--- config.mk ---
export PLATFORM = sky130hd
export DESIGN_NAME = bcd_tick_counter
export DESIGN_NICKNAME = d
export VERILOG_FILES = /design/src/rtl/seg7_pkg.sv /design/src/rtl/bcd_digit.sv /design/src/rtl/bcd_tick_counter.sv
export SDC_FILE = /design/constraint.sdc
export NUM_CORES = 1
export LEC_CHECK = 0
export ABC_AREA = 1
export BUFFER_PORTS_ARGS = -buffer_cell sky130_fd_sc_hd__buf_2
export CAP_MARGIN = 20
export CORE_ASPECT_RATIO = 0.7
export CORE_UTILIZATION = 35
export CTS_BUF_LIST = sky130_fd_sc_hd__clkbuf_8
export CTS_CLUSTER_SIZE = 25
export DETAILED_ROUTE_END_ITERATION = 12
export HOLD_SLACK_MARGIN = 0.06
export SYNTH_ARGS = -nofsm -noshare
export SYNTH_HDL_FRONTEND = slang
export SYNTH_HIERARCHICAL = 1
export SYNTH_SLANG_ARGS = --single-unit
export TNS_END_PERCENT = 10
--- constraint.sdc ---
create_clock -name clk -period 2.56 [get_ports clk]
set_input_delay 0.256 -clock clk [delete_from_list [all_inputs] [get_ports clk]]
set_output_delay 0.256 -clock clk [all_outputs]
set_load 0.02 [all_outputs]
--- src/rtl/seg7_pkg.sv ---
// seg7_pkg: BCD digit types and constants shared by the counter and the 7-segment decoder.
package seg7_pkg;
   localparam int         BCD_W    = 4;
   localparam logic [3:0] BCD_MAX  = 4'd9;
   localparam logic [3:0] BCD_ZERO = 4'd0;

   typedef logic [BCD_W-1:0] bcd_t;

   // Non-decimal nibbles from the switches collapse to zero so q stays valid BCD.
   function automatic bcd_t bcd_sanitize(input bcd_t v);
      return (v > BCD_MAX) ? BCD_ZERO : v;
   endfunction
endpackage

--- src/rtl/bcd_digit.sv ---
// bcd_digit: one decade of the counter; wrap feeds the carry/borrow chain into the next digit.
module bcd_digit
   import seg7_pkg::*;
(
   input  logic clk,
   input  logic rst_n,
   input  logic ld,
   input  bcd_t ld_val,
   input  logic clr,
   input  logic step,
   input  logic up,
   output bcd_t q,
   output logic wrap
);
   bcd_t q_q, q_d, inc, dec;

   assign inc  = (q_q == BCD_MAX)  ? BCD_ZERO : q_q + 4'd1;
   assign dec  = (q_q == BCD_ZERO) ? BCD_MAX  : q_q - 4'd1;
   assign wrap = step & (up ? (q_q == BCD_MAX) : (q_q == BCD_ZERO));
   assign q_d  = clr ? BCD_ZERO : ld ? ld_val : step ? (up ? inc : dec) : q_q;
   assign q    = q_q;

   always_ff @(posedge clk or negedge rst_n) begin
      if (!rst_n) q_q <= BCD_ZERO;
      else        q_q <= q_d;
   end
endmodule

--- src/rtl/bcd_tick_counter.sv ---
// bcd_tick_counter: prescaled multi-digit BCD up/down counter with synchronized switch controls.
module bcd_tick_counter
   import seg7_pkg::*;
#(
   parameter int NUM_DIGITS  = 2,
   parameter int TICK_DIV    = 100000000,
   parameter int SYNC_STAGES = 2
) (
   input  logic                    clk,
   input  logic                    rst_n,
   input  logic                    en,
   input  logic                    up,
   input  logic                    load,
   input  logic                    clr,
   input  logic [4*NUM_DIGITS-1:0] d,
   output logic [4*NUM_DIGITS-1:0] q,
   output logic                    co,
   output logic                    tick
);
   localparam int CW = $clog2(TICK_DIV);

   logic [SYNC_STAGES-1:0] en_q, up_q, ld_q, clr_q;
   logic                   en_s, up_s, ld_s, clr_s;
   logic [CW-1:0]          cnt_q, cnt_d;
   logic                   co_q, co_d;
   logic [NUM_DIGITS:0]    carry;

   always_ff @(posedge clk or negedge rst_n) begin
      if (!rst_n) begin
         en_q  <= '0;
         up_q  <= '0;
         ld_q  <= '0;
         clr_q <= '0;
         cnt_q <= '0;
         co_q  <= 1'b0;
      end else begin
         en_q  <= {en_q[SYNC_STAGES-2:0], en};
         up_q  <= {up_q[SYNC_STAGES-2:0], up};
         ld_q  <= {ld_q[SYNC_STAGES-2:0], load};
         clr_q <= {clr_q[SYNC_STAGES-2:0], clr};
         cnt_q <= cnt_d;
         co_q  <= co_d;
      end
   end

   assign en_s  = en_q[SYNC_STAGES-1];
   assign up_s  = up_q[SYNC_STAGES-1];
   assign ld_s  = ld_q[SYNC_STAGES-1];
   assign clr_s = clr_q[SYNC_STAGES-1];

   // Clear and load restart the prescaler so the first count after release gets a full period.
   assign tick  = (cnt_q == CW'(TICK_DIV - 1));
   assign cnt_d = (clr_s || ld_s || tick) ? '0 : cnt_q + CW'(1);

   // carry[i] steps digit i; the last carry marks a full-range wrap.
   assign carry[0] = tick & en_s;
   assign co_d     = carry[NUM_DIGITS] & ~clr_s & ~ld_s;
   assign co       = co_q;

   for (genvar i = 0; i < NUM_DIGITS; i++) begin : g_digit
      bcd_digit u_digit (
         .clk   (clk),
         .rst_n (rst_n),
         .ld    (ld_s),
         .ld_val(bcd_sanitize(d[BCD_W*i +: BCD_W])),
         .clr   (clr_s),
         .step  (carry[i]),
         .up    (up_s),
         .q     (q[BCD_W*i +: BCD_W]),
         .wrap  (carry[i+1])
      );
   end
endmodule
==> results of run 1 <==
## cell usage after synthesis
cell type,number
nand2_1,127
nor2_1,102
dfrtp_1,44
inv_1,43
nand3_1,29
xor2_1,11
a21oi_1,9
ha_1,9
inv_2,7
nand3_2,5
o21ai_1,4
xnor2_1,4
a21oi_2,2
buf_4,2
buf_6,2
clkinv_1,2
inv_4,2
mux2i_1,2
nand4_2,2
nor3_1,2
nor3b_1,2
or2_2,2
nand2_2,1
nand2_4,1
nand4_1,1
nor2_4,1
o21ai_0,1
o21bai_1,1
## what timing repair did
item | in CTS | in global routing
setup endpoints to repair | 0 | 0
hold endpoints to repair | 3 | 11
hold buffers | 3 | 2
## cell type report
type / instances / area [um2] / area share (%)
clock inverters: 2 / 15.0 / 0.464
clock buffers: 6 / 82.6 / 2.55
well taps: 101 / 126 / 3.90
flip-flops and latches: 44 / 1100 / 34.0
repair buffers: 30 / 193 / 5.95
inverters: 54 / 208 / 6.42
multi-input cells: 318 / 1510 / 46.7
## path summary, 6_finish.rpt
path                               start                      end  slack [ns]
worst max-delay path            cnt_q[0]  g_digit[1].u_digit/q[3]        0.27
min in group asynchronous          rst_n                 cnt_q[5]        0.36
worst min-delay path             up_q[0]                  up_q[1]        0.35
max in group asynchronous          rst_n  g_digit[0].u_digit/q[0]        1.72
worst max register to register  cnt_q[0]  g_digit[1].u_digit/q[3]        0.27
worst min register to register   up_q[0]                  up_q[1]        0.35
## metal layers
metal  GRT usage (%)  part of all wire, %  vias to the layer above
met5               0                    0                        -
met3            2.86                  4.5                        2
li1                -                    -                     1345
met1            26.6                   56                     1168
met2            22.4                   39                       51
met4            3.60                 0.56                        0
## report_power, final
part           leakage (nW)  internal [W]  switching (W)
logic                 0.879     0.0000904       0.000151
registers             0.586      0.000716      0.0000366
clock network        0.0434      0.000218       0.000236
total                  1.51       0.00102       0.000423
## registers in the layout, indices dropped and copies added (netlist names)
name	flops
co	1
en_q	2
cnt_q	27
g_digit.u_digit/q	8
ld_q	2
clr_q	2
up_q	2
## stage by stage
| stage | cells | utilization (%) | total power (W) |
|---|---|---|---|
| finish | 555 | 41.1 | 0.00145 |
| floorplan | 420 | - | 0.000925 |
| detailed placement | 541 | 39.0 | 0.000999 |
| global route | 555 | 41.1 | 0.00154 |
| global placement | 541 | 39.0 | 0.000993 |
| CTS | 552 | 40.6 | 0.00146 |
## cells by family (layout without fill, tap and decap cells)
group,after synthesis,in the layout
compound gates,17,17
fa+ha+maj,9,9
mux,2,2
simple gates,275,275
xor+xnor,15,15
buf+inv,58,92
flops,44,44
## worst max-delay path, cell delays in order, from the launching register on
cell	delay [ns]
dfrtp_1	0.41
ha_1	0.30
nand3_2	0.17
inv_2	0.10
nand2_2	0.08
inv_1	0.09
nand2_1	0.07
nor3b_1	0.24
inv_2	0.07
a21oi_1	0.15
inv_2	0.06
nand3_2	0.12
nand2_1	0.11
nor2_1	0.13
nand2_1	0.07
nand2_1	0.06
==> impl_metrics.toml, run 1 <==
[run_status]
status = "finished, final reports clean"

[clocking]
clock-root-buffer = "clkbuf_8"
insertion_delay_ns = 0.29
post_cts_buffers = 0
cts.clk_slew.worst_paths_ns = 0.09
cts.sinks = 44
clockBufferDepth = 2
cts_buffers = 5
cts_tree = "built"
post_cts_resized = 0
htree_levels = 2

[worst_setup_path]
path_max_fanout = 5
ff2ff_path_depth = 15
start_kind = "flop"
end_kind = "flop"
path_class = "flop to flop"
arrival_ns = 2.52
cp_data_required_time_ns = 2.80

[yosys]
netlist_area_um2 = 2860
synth_nets = 443
syn_inst = 420
synth_xor_area_share_pct = 4.60
synth_area_leaders = "dfrtp_1 (39%), nand2_1 (17%), nor2_1 (13%)"
yosys.area.top_type = "dfrtp_1"
ys_seq_area_share_pct = 38.5
synth_compound_area_share_pct = 3.33
synthAdderAreaFrac_pct = 3.94
synthMuxAreaShare_pct = 0.701
synth-seq-cells = 44
synth_warnings = 6
yosysTopAreaCellShare_pct = 38.5
synth-simple-area-share_pct = 40.3
syn-mean-instance-area_um2 = 6.80
synthDistinctLibCells = 28
synth_top_family_by_area = "simple AND/OR/NAND/NOR gates"

[floorplan]
die-area_um2 = 8540
io_pins = 24
core.rowCount = 27
start_util_pct = 36.3
die_x_um = 110
coreArea_um2 = 7870
die_h_um = 77.6

[final_layout]
postLayoutCellArea_um2 = 3240
fillers = 818
final_cell_mix = "nand2_1 (127), nor2_1 (102), dfrtp_1 (44)"
layout_commonest_cell = "nand2_1"
area_delta_synth_final_pct = 13.3
drive_above_1_share_pct = 12.3
finalNetCount = 476
antennaDiodeCount = 0

[pwr]
power_density_nw_per_um2 = 447
power.leakage_nw = 1.51
vdd_drop_max_mv = 0.240

[route]
drc = 0
first_pass_iters = 4
wl_per_cell_um = 11.5
vias = 2566
wirelength_um = 6380
drt_iter0_drc = 145
via_per_inst = 4.62
ant_nets = 0

[place]
dpl_cell_area_um2 = 3070
dp_worst_setup_slack_ns = 0.326
port_buffers = 23
dp_hpwl_um = 4900
routabilityCongestion = 0.906

[sta]
fin_ws_ns = 0.270
fin_worst_skew_ns = 0.00779
final-hold-violation-count = 0
whs_ns = 0.354
fin_crit_sh_pct = 89.4
finalSetupTns_ns = 0
min_period_ns = 2.29
rsz0062_at_grt = "false"
max_freq_mhz = 437
max-slew-margin-rel_pct = 74.8
slew_violations = 0
setup_viol = 0
tightest_slew_ns = 0.378

[hold_path]
hp-class = "flop to flop"
hold_path_depth = 0

[grt]
overflow = 0
grt_pass1_wl_um = 11100
grt_pass1_vias = 2383
antenna_found_initial = 0
grt.total_usage_pct = 16.5
grt_start_max_net_pins = 45

[run]
cap_violations = 0
Note: power is estimated with default switching activity, not from simulation.
==> run 2: changes to the inputs <==
--- a/config.mk
+++ b/config.mk
@@ -9,7 +9,7 @@
 export BUFFER_PORTS_ARGS = -buffer_cell sky130_fd_sc_hd__buf_2
 export CAP_MARGIN = 20
 export CORE_ASPECT_RATIO = 0.7
-export CORE_UTILIZATION = 35
+export CORE_UTILIZATION = 40
 export CTS_BUF_LIST = sky130_fd_sc_hd__clkbuf_8
 export CTS_CLUSTER_SIZE = 25
 export DETAILED_ROUTE_END_ITERATION = 12
==> impl_metrics.toml, run 2 (synthesis gave the netlist of run 1 again) <==
[run_status]
status = "finished, final reports clean"

[hold_path]
hp-class = "primary input to asynchronous set/reset pin"

[grt]
grt_use_met1_pct = 29.4
grt_pass1_wl_um = 10600
overflow = 0
met3_usage_pct = 3.16
busiest_layer = "met1"
grt_pass1_vias = 2263
use_met2_pct = 25.3
antenna_found_initial = 0
grt_start_max_net_pins = 45
grt.total_usage_pct = 18.2

[clocking]
cts_tree = "built"
insertion_delay_ns = 0.30
htree_levels = 2
cts.clk_slew.worst_paths_ns = 0.09
clock-root-buffer = "clkbuf_8"
cts_buffers = 5
cts.sinks = 44
clockBufferDepth = 2
post_cts_buffers = 0

[sta]
setup_viol = 0
tightest_slew_ns = 0.988
min_period_ns = 2.23
max_freq_mhz = 449
slew_violations = 0
max-slew-margin-rel_pct = 34.1
whs_ns = 0.106
fin_worst_skew_ns = 0.0110
final-hold-violation-count = 0
finalSetupTns_ns = 0
rsz0062_at_grt = "false"
fin_crit_sh_pct = 86.9

[route]
drc = 0
ant_nets = 0
vias = 2568
drt_iter0_drc = 154
first_pass_iters = 4
via_per_inst = 4.71
wirelength_um = 6300
wl_per_cell_um = 11.6

[pwr]
power.leakage_nw = 1.51
vdd_drop_max_mv = 0.207
power_density_nw_per_um2 = 483

[worst_setup_path]
timing.rr.start = "cnt_q[0]"
end_kind = "flop"
path_class = "flop to flop"
crit_path_start = "cnt_q[0]"
reg2reg_slack_ns = 0.33
cp_data_required_time_ns = 2.80
start_kind = "flop"
arrival_ns = 2.46
path_max_fanout = 5

[run]
cap_violations = 0

[final_layout]
antennaDiodeCount = 0
regArea_um2 = 1100
layout_commonest_cell = "nand2_1"
fillers = 719
finalNetCount = 473
multiInputGateArea_um2 = 1510
drive_above_1_share_pct = 12.0
final_cell_mix = "nand2_1 (127), nor2_1 (102), dfrtp_1 (44)"
top_register = "cnt_q"
area_delta_synth_final_pct = 12.5
largest_reg_flops = 27

[floorplan]
die_h_um = 72.7
die-area_um2 = 7490
die_x_um = 103
start_util_pct = 41.9
io_pins = 24
core.rowCount = 25
coreArea_um2 = 6820

[place]
port_buffers = 23
routabilityCongestion = 0.931
dp_hpwl_um = 4750
[run 2: cell count changes in the layout (fill, tap and decap cells not counted)]
cell           before  now
dlygate4sd3_1       5    4
clkinvlp_4          2    0
clkinv_4            0    1
buf_4               1    0
bufinv_16           0    1
buf_12              1    0
[run 2: worst paths after layout]
check	endpoint	cells past startpoint
max reg2reg	g_digit[1].u_digit/q[3]	15
max	g_digit[1].u_digit/q[3]	15
min	cnt_q[0]	1
max in group asynchronous	up_q[0]	1
min in group clk	clr_q[1]	0
min reg2reg	clr_q[1]	0
[run 2: timing repair]
| action | CTS | global route |
|---|---|---|
| resized for setup | 0 | 0 |
| endpoints found under the hold margin | 3 | 1 |
| hold buffers | 3 | 1 |
[run 2: through the flow]
step / cell area, um2 / cells / utilization (%) / power (W) / worst slack, ns
after floorplan: 2860 / 420 / - / 0.000925 / 0.615
after global placement: 3050 / 533 / 44.8 / 0.000993 / 0.443
after detailed placement: 3050 / 533 / 44.8 / 0.000998 / 0.381
after CTS: 3200 / 544 / 47.0 / 0.00157 / 0.342
after global routing: 3210 / 545 / 47.1 / 0.00163 / 0.0760
final: 3210 / 545 / 47.1 / 0.00155 / 0.334
[run 2: cell type report]
| type | count | share of cell area [%] |
|---|---|---|
| clock inverter | 2 | 1.21 |
| inverter | 54 | 6.46 |
| timing repair buffer | 27 | 4.83 |
| sequential | 44 | 34.3 |
| clock buffer | 6 | 2.57 |
| tap | 94 | 3.66 |
| multi-input combinational | 318 | 47.0 |
[run 2: layer usage]
layer | vias up | wire (um)
met4 | 0 | 27
met5 | - | 0
met1 | 1160 | 3370
li1 | 1338 | -
met2 | 66 | 2470
met3 | 4 | 438
[run 2: where the power goes]
part | internal, W | switching (W) | total, W
logic | 0.0000854 | 0.000148 | 0.000234
clock network | 0.000319 | 0.000246 | 0.000565
registers | 0.000716 | 0.0000376 | 0.000754
[run 2: worst max-delay path, stage by stage (launching register included)]
cell and delay (ns):
dfrtp_1 0.42, ha_1 0.28, nand3_2 0.16, inv_2 0.09, nand2_2 0.07, inv_1 0.09, nand2_1 0.07, nor3b_1 0.22
inv_2 0.06, a21oi_1 0.15, inv_2 0.06, nand3_2 0.11, nand2_1 0.10, nor2_1 0.12, nand2_1 0.07, nand2_1 0.07
==> run 3: changes to the inputs <==
==> constraint.sdc (replaced) <==
create_clock -name clk -period 2.31 [get_ports clk]
set_input_delay 0.231 -clock clk [delete_from_list [all_inputs] [get_ports clk]]
set_output_delay 0.231 -clock clk [all_outputs]
set_load 0.02 [all_outputs]
==> impl_metrics.toml, run 3 (synthesis gave the netlist of run 1 again) <==
[final_layout]
antennaDiodeCount = 0
regArea_um2 = 1100
largest_reg_flops = 27
postLayoutCellArea_um2 = 3210
final_core_util_pct = 47.1
top_register = "cnt_q"
drive_above_1_share_pct = 12.6
finalNetCount = 475
layout_commonest_cell = "nand2_1"
area_delta_synth_final_pct = 12.3
final_cell_mix = "nand2_1 (127), nor2_1 (102), inv_1 (43), dfrtp_1 (43), nand3_1 (29)"
fillers = 726
multiInputGateArea_um2 = 1530

[place]
dp_worst_setup_slack_ns = 0.113
dpl_cell_area_um2 = 3060
routabilityCongestion = 0.949
port_buffers = 23
dp_hpwl_um = 4900

[worst_setup_path]
arrival_ns = 2.33
start_kind = "flop"
cp_data_required_time_ns = 2.55
worst_path_dominant_cell_family = "simple AND/OR/NAND/NOR gates"
path_class = "flop to flop"
cpMaxStageDelayCell = "dfrtp_1"
end_kind = "flop"
cpPeakStageDelay_ns = 0.42
ff2ff_path_depth = 15
worst-path-buf-inv = 4
path_max_fanout = 5
timing.critical_path.mode_cell = "nand2_1"
crit_cells = 15
worstPathCellList = "ha_4 -> nand3_2 -> inv_2 -> nand2_2 -> inv_1 -> nand2_1 -> nor3b_2 -> inv_2 -> a21oi_1 -> inv_2 -> nand3_2 -> nand2_1 -> nor2_1 -> nand2_1 -> nand2_1"

[pwr]
intPower_w = 0.00110
power.leakage_nw = 1.49
pwr-share-comb_pct = 16.6
p_clk_share_pct = 29.9
power.switching_w = 0.000468
switching_share_pct = 29.9
power_density_nw_per_um2 = 487
pwr-share-seq_pct = 53.6
vdd_drop_max_mv = 0.250

[grt]
grt.total_usage_pct = 18.8
grt_pass1_vias = 2316
antenna_found_initial = 0
overflow = 0
grt_pass1_wl_um = 10800
grt_start_max_net_pins = 28

[sta]
whs_ns = 0.367
fin_ws_ns = 0.224
fin_worst_skew_ns = 0.00651
fin_crit_sh_pct = 90.3
final-hold-violation-count = 0
max-slew-margin-rel_pct = 58.2
slew_violations = 0
min_period_ns = 2.09
max_freq_mhz = 479
tightest_slew_ns = 0.628
setup_viol = 0

[clocking]
htree_levels = 2
post_cts_buffers = 0
clock-root-buffer = "clkbuf_8"
cts.sinks = 44
insertion_delay_ns = 0.30
cts_tree = "built"
cts.clk_slew.worst_paths_ns = 0.08
clockBufferDepth = 2
cts_buffers = 5

[route]
route.met3.wl_um = 341
ant_nets = 0
wl_per_cell_um = 11.8
highest_layer = "met4"
first_pass_iters = 4
via_per_inst = 4.71
drt_iter0_drc = 144
wl_met1_um = 3460
wirelength_um = 6450
met2_length_um = 2580
drc = 0
vias = 2572

[floorplan]
core.rowCount = 25
die_h_um = 72.7
die_x_um = 103
coreArea_um2 = 6820
die-area_um2 = 7490
io_pins = 24
start_util_pct = 41.9

[run]
cap_violations = 0

[hold_path]
hold_path_depth = 0
hp-class = "flop to flop"

[run_status]
status = "finished, final reports clean"
[run 3: worst paths after layout]
| kind | startpoint | slack (ns) | end |
|---|---|---|---|
| max reg2reg | cnt_q[1] | 0.22 | g_digit[1].u_digit/q[1] |
| min | clr_q[0] | 0.37 | clr_q[1] |
| max in group asynchronous | rst_n | 1.23 | cnt_q[24] |
| min reg2reg | clr_q[0] | 0.37 | clr_q[1] |
| min in group asynchronous | rst_n | 0.39 | cnt_q[18] |
| max | cnt_q[1] | 0.22 | g_digit[1].u_digit/q[1] |
[run 3: timing repair]
| action | in CTS | in global routing |
|---|---|---|
| endpoints found under the hold margin | 22 | 0 |
| setup endpoints to repair | 0 | 6 |
| resized for setup | 0 | 4 |
| hold buffers | 5 | 0 |
[run 3: power by group through the flow]
stage	Clock, W	Combinational, W	Sequential, W
CTS	0.000491	0.000262	0.000836
global placement	0	0.000253	0.000850
floorplan	0	0.000170	0.000856
detailed placement	0	0.000254	0.000851
finish	0.000467	0.000259	0.000837
global route	0.000513	0.000301	0.000842
[run 3: per-stage QoR]
| step | total power (W) | std cells | setup TNS, ns |
|---|---|---|---|
| 2_1_floorplan | 0.00103 | 420 | 0 |
| 3_3_place_gp | 0.00110 | 534 | 0 |
| 3_5_place_dp | 0.00111 | 534 | 0 |
| 4_1_cts | 0.00159 | 546 | 0 |
| 5_1_grt | 0.00166 | 546 | -0.0333 |
| 6_report | 0.00156 | 546 | 0 |
[run 3: final cells by class]
class / instances / area share, %
flip-flops and latches: 44 / 34.3
inverters: 54 / 6.47
clock inverters: 2 / 0.390
well taps: 94 / 3.66
repair buffers: 29 / 5.38
clock buffers: 5 / 2.14
multi-input cells: 318 / 47.6
[run 3: layer usage]
layer	vias up	GRT usage, %
met5	-	0
met4	0	6.10
met3	6	2.87
met2	49	25.6
met1	1179	29.9
li1	1338	-
